<file path="config.mk">
export PLATFORM = sky130hd
export DESIGN_NAME = regfile_wr_arbiter
export DESIGN_NICKNAME = d
export VERILOG_FILES = /design/src/rtl/regfile_wr_arbiter_pkg.sv /design/src/rtl/regfile_wr_arbiter_rr_pick.sv /design/src/rtl/regfile_wr_arbiter.sv
export SDC_FILE = /design/constraint.sdc
export NUM_CORES = 1
export LEC_CHECK = 0
export BUFFER_PORTS_ARGS = -buffer_cell sky130_fd_sc_hd__buf_4
export CAP_MARGIN = 10
export CORE_MARGIN = 4
export CORE_UTILIZATION = 47
export DETAILED_ROUTE_END_ITERATION = 6
export GPL_TIMING_DRIVEN = 1
export PLACE_DENSITY = 0.88
export SLEW_MARGIN = 20
export SYNTH_ARGS = -nofsm -noshare
export SYNTH_HDL_FRONTEND = slang
export SYNTH_HIERARCHICAL = 1
export SYNTH_SLANG_ARGS = --single-unit
</file>
<file path="constraint.sdc">
create_clock -name clk -period 3.9 [get_ports clk]
set_clock_uncertainty 0.15 [all_clocks]
set_input_delay 0.195 -clock clk [delete_from_list [all_inputs] [get_ports clk]]
set_output_delay 0.195 -clock clk [all_outputs]
set_load 0.01 [all_outputs]
</file>
<file path="src/rtl/regfile_wr_arbiter_pkg.sv">
// Shared constants for the register-file write-port arbiter and its picker.
// Requester indices name the writeback sources wired to the arbiter inputs.
package regfile_wr_arbiter_pkg;

  localparam int N_REQ_DEF = 3;
  localparam int AW_DEF    = 5;
  localparam int DW_DEF    = 32;

  localparam logic [4:0] REG_ZERO = 5'd0;

  localparam int REQ_ALU  = 0;
  localparam int REQ_LOAD = 1;
  localparam int REQ_CP0  = 2;

  // Next round-robin start position after granting requester i.
  function automatic int wrap_inc(input int i, input int n);
    return (i + 1) % n;
  endfunction

endpackage

</file>
<file path="src/rtl/regfile_wr_arbiter_rr_pick.sv">
// Combinational round-robin picker: first valid bit scanning ptr, ptr+1, ... mod N.
// Zero latency; produces one-hot grant, its index, and an any-valid flag.
module regfile_wr_arbiter_rr_pick
  import regfile_wr_arbiter_pkg::*;
#(
  parameter  int N  = N_REQ_DEF,
  localparam int IW = $clog2(N)
) (
  input  logic [N-1:0]  valid,
  input  logic [IW-1:0] ptr,
  output logic [N-1:0]  grant,
  output logic [IW-1:0] idx,
  output logic          any
);

  int j;

  always_comb begin
    grant = '0;
    idx   = '0;
    any   = 1'b0;
    j     = 0;
    for (int k = 0; k < N; k++) begin
      j = (int'(ptr) + k) % N;
      if (!any && valid[j]) begin
        any      = 1'b1;
        grant[j] = 1'b1;
        idx      = IW'(j);
      end
    end
  end

endmodule

</file>
<file path="src/rtl/regfile_wr_arbiter.sv">
// Round-robin share of the register-file write port; grant registered into we/rw/w one cycle later.
// Backpressure via req_ready (one-hot or zero); no grants while hold or rst is high.
module regfile_wr_arbiter
  import regfile_wr_arbiter_pkg::*;
#(
  parameter  int N_REQ = N_REQ_DEF,
  parameter  int AW    = AW_DEF,
  parameter  int DW    = DW_DEF,
  localparam int IW    = $clog2(N_REQ)
) (
  input  logic                clk,
  input  logic                rst,
  input  logic                hold,
  input  logic [N_REQ-1:0]    req_valid,
  input  logic [N_REQ*AW-1:0] req_rw,
  input  logic [N_REQ*DW-1:0] req_w,
  output logic [N_REQ-1:0]    req_ready,
  output logic                we,
  output logic [AW-1:0]       rw,
  output logic [DW-1:0]       w,
  output logic [31:0]         wr_count
);

  logic [IW-1:0]    ptr;
  logic [N_REQ-1:0] grant;
  logic [IW-1:0]    idx;
  logic             any;
  logic             take;
  logic [AW-1:0]    sel_rw;
  logic [DW-1:0]    sel_w;
  logic             sel_nz;

  regfile_wr_arbiter_rr_pick #(.N(N_REQ)) u_pick (
    .valid (req_valid),
    .ptr   (ptr),
    .grant (grant),
    .idx   (idx),
    .any   (any)
  );

  assign take      = any & ~hold;
  assign req_ready = (rst | hold) ? '0 : grant;
  assign sel_rw    = req_rw[int'(idx)*AW +: AW];
  assign sel_w     = req_w[int'(idx)*DW +: DW];
  // Register 0 still takes its grant slot but must never reach the file.
  assign sel_nz    = (sel_rw != AW'(REG_ZERO));

  always_ff @(posedge clk or posedge rst) begin
    if (rst) begin
      we       <= 1'b0;
      rw       <= '0;
      w        <= '0;
      ptr      <= '0;
      wr_count <= '0;
    end else begin
      we <= 1'b0;
      if (take) begin
        we  <= sel_nz;
        rw  <= sel_rw;
        w   <= sel_w;
        ptr <= IW'(wrap_inc(int'(idx), N_REQ));
        if (sel_nz) wr_count <= wr_count + 32'd1;
      end
    end
  end

endmodule

</file>
==> metrics.txt <==
CTS Buf Count=9; Final Setup Violations=0; hold violation total from the final report=0; final total power=3.723 mW; Yosys top cell by area=dfrtp_1; CTS max path bufs=2; Min Hold Slack=0.01086 ns; Critical Path RT=3.97 ns; CTS root buffer=clkbuf_8; Post-Syn Instances=448; Synth async-reset ratio=100.0%; Layout Cells excl Fill=762; Top Ports=190; R2R Setup Slk=0.50 ns; drc violations=0; initial antenna violation count=0; register area share after synthesis=44.08%; maxcap violations=0; Hold Crit Class=in2reg; Worst slew margin=42.73%; reg2reg start=ptr[0]; fin crit period=3.396 ns; unrepaired setup endpoints after global routing=false; Net Count, Synth=571; # rows=33; Die Width=101.3 microns; cell area after layout=5995 sq um; outcome=complete, no violations; XOR/XNOR Fraction of Synth Area=6.642%; WP data arrival=3.47 ns; Crit Path Class=reg2reg; setup_tns=0 ns; worst slew pin tran=0.8578 ns; H-tree levels=3; synthesized area per cell=9.124 sq um; Max Transition Viols Final=0; wirelength, routed=12550 microns; Worst Slack Setup Final=0.5037 ns; Vias=4066; Final Cycle Share=87.08%; placed cell count=723; drt first pass iters=5; Post-DP HPWL=9266 microns; gpl congestion=0.9716; Post-CTS Setup Bufs=0; Crit Path Max Fanout=33; initial core utilization=49.01%; first-pass GRT wire length=19830 microns; layout cells sized above 1=35.16%; register clock-pin slew on the reported worst setup and hold paths=0.09 ns; Routed Antenna Nets=0; Worst IR Drop VDD=0.3194 mV; via/cell ratio=5.336; Post-Synth Simple-Gate Area=19.71%; Synth top area share=44.08%; cells on worst reg2reg path=13; post-synthesis compound-gate area fraction=13.01%; Cell variety after synth=44; maximum clock rate=0.2944 GHz; Area Overhead vs Synth=46.65%; Post-synth EDFFs=0; Hold Crit Start=req_w[42]; Synth area leaders=dfrtp_1 (44%), mux2i_1 (9.3%), nand2_1 (5.9%); Post-Synth Adder-Cell Area=1.837%; CTS tree=built; Layout Utilization=71.87%; Final nets=775; Main synth FF type=dfrtp_1; GRT Residual Overflow=0; WL per Instance=16.46 microns; Die Ht=101.3 microns; die area=10250 sq um; instance area after placement=5579 sq um; diode count=0; core area=8341 sq um; Total Routing Usage GR=24.33%; FF+latch count, synth=72; Synth Warn #=6; Clk Latency, worst-skew pair=0.35 ns; CP endpoint kind=flip-flop; initial DRC count=185; crit path launch type=flip-flop; Pwr per Cell Area=621.1 nW/um^2; number of global-route vias before repair=4167; largest family of logic cells by synthesized area=simple AND/OR/NAND/NOR gates; mapped cell area=4088 sq um; number of port buffers=189; mux cell area share after synthesis=10.41%; reg2reg end=wr_count[22]; Hold Path Depth=3; clock sinks=72; pre-CTS setup slack=0.5393 ns; leakage power=2.937 nW; hold-critical path endpoint=w[10]; largest net degree at the start of global routing=51
[registers in the layout, summed over array words and instances, names as in the netlist]
signal,count
we,1
wr_count,32
ptr,2
rw,5
w,32
[where the power goes]
part | leakage (nW) | switching, mW | internal, mW
clock | 0.0888 | 0.312 | 0.243
sequential | 0.909 | 0.184 | 0.988
combinational | 1.94 | 1.10 | 0.898
total | 2.94 | 1.60 | 2.13
[cells by family after synthesis]
kind of cell               after synthesis
muxes                                   40
DFF                                     72
xor gates and xnor gates                31
adders and majority gates                6
and+or+nand+nor                        168
buffers and inverters                   37
AOI/OAI and AO/OA                       94
[cell type report]
class,instances,area [sq um]
timing repair buffer,219,1702
multi-input combinational,339,2133
fill,609,2346
tap,105,131.4
clock buffer,9,123.9
clock inverter,7,61.31
sequential,72,1802
inverter,11,41.29
[what timing repair did]
action                    in CTS  in global routing
hold buffers                  23                  0
hold endpoints to repair      62                  0
resized for setup              0                  0
[cells in the final DEF (no fill, tap or decap), types with 2 or more instances in the layout]
cell type,instances
buf_4,196
dfrtp_1,72
nand2_1,64
nor2_1,46
mux2i_1,38
a21oi_1,38
o21ai_0,37
dlygate4sd3_1,23
xor2_1,18
nand3_1,15
xnor2_1,13
inv_1,9
clkbuf_8,9
nor3_1,8
and3_1,7
nor4_2,6
ha_1,6
a2bb2oi_1,5
nand4_1,5
and2_1,5
inv_6,3
nand2b_1,3
nor2b_1,2
inv_2,2
clkinvlp_4,2
mux2i_4,2
[critical path, stage by stage, from the launching register on]
cell,delay (ns)
dfrtp_1,0.42
inv_1,0.09
ha_1,0.40
nand2_1,0.12
nor3_1,0.18
o211ai_1,0.17
a21oi_4,0.26
buf_4,0.36
a2bb2oi_1,0.25
nand3_1,0.12
o21ai_2,0.17
buf_4,0.31
nor3_1,0.11
xor2_1,0.15
[how the worst max path moves through the flow]
stage,depth (start not counted),start,endpoint
floorplan,15,ptr[0],wr_count[8]
global placement,13,ptr[1],wr_count[17]
detailed placement,13,ptr[0],wr_count[24]
CTS,13,ptr[0],wr_count[29]
global route,13,ptr[0],wr_count[24]
finish,13,ptr[0],wr_count[22]
[cells in the mapped netlist, drive strengths merged (9+ instances only)]
cell	count
a21oi	39
buf	15
clkbuf	11
dfrtp	72
inv	11
mux2i	40
nand2	64
nand3	15
nor2	47
nor3	9
o21ai	38
xnor2	13
xor2	18
[routing by layer]
layer | global-route usage (%) | share of wire (%) | vias to the layer above
met5 | 0 | 0 | -
met4 | 9.918 | 2.6 | 0
met3 | 4.683 | 8.0 | 32
met2 | 43.31 | 51 | 195
met1 | 28.71 | 38 | 1897
li1 | - | - | 1942
Note: power is estimated with default switching activity, not from simulation.
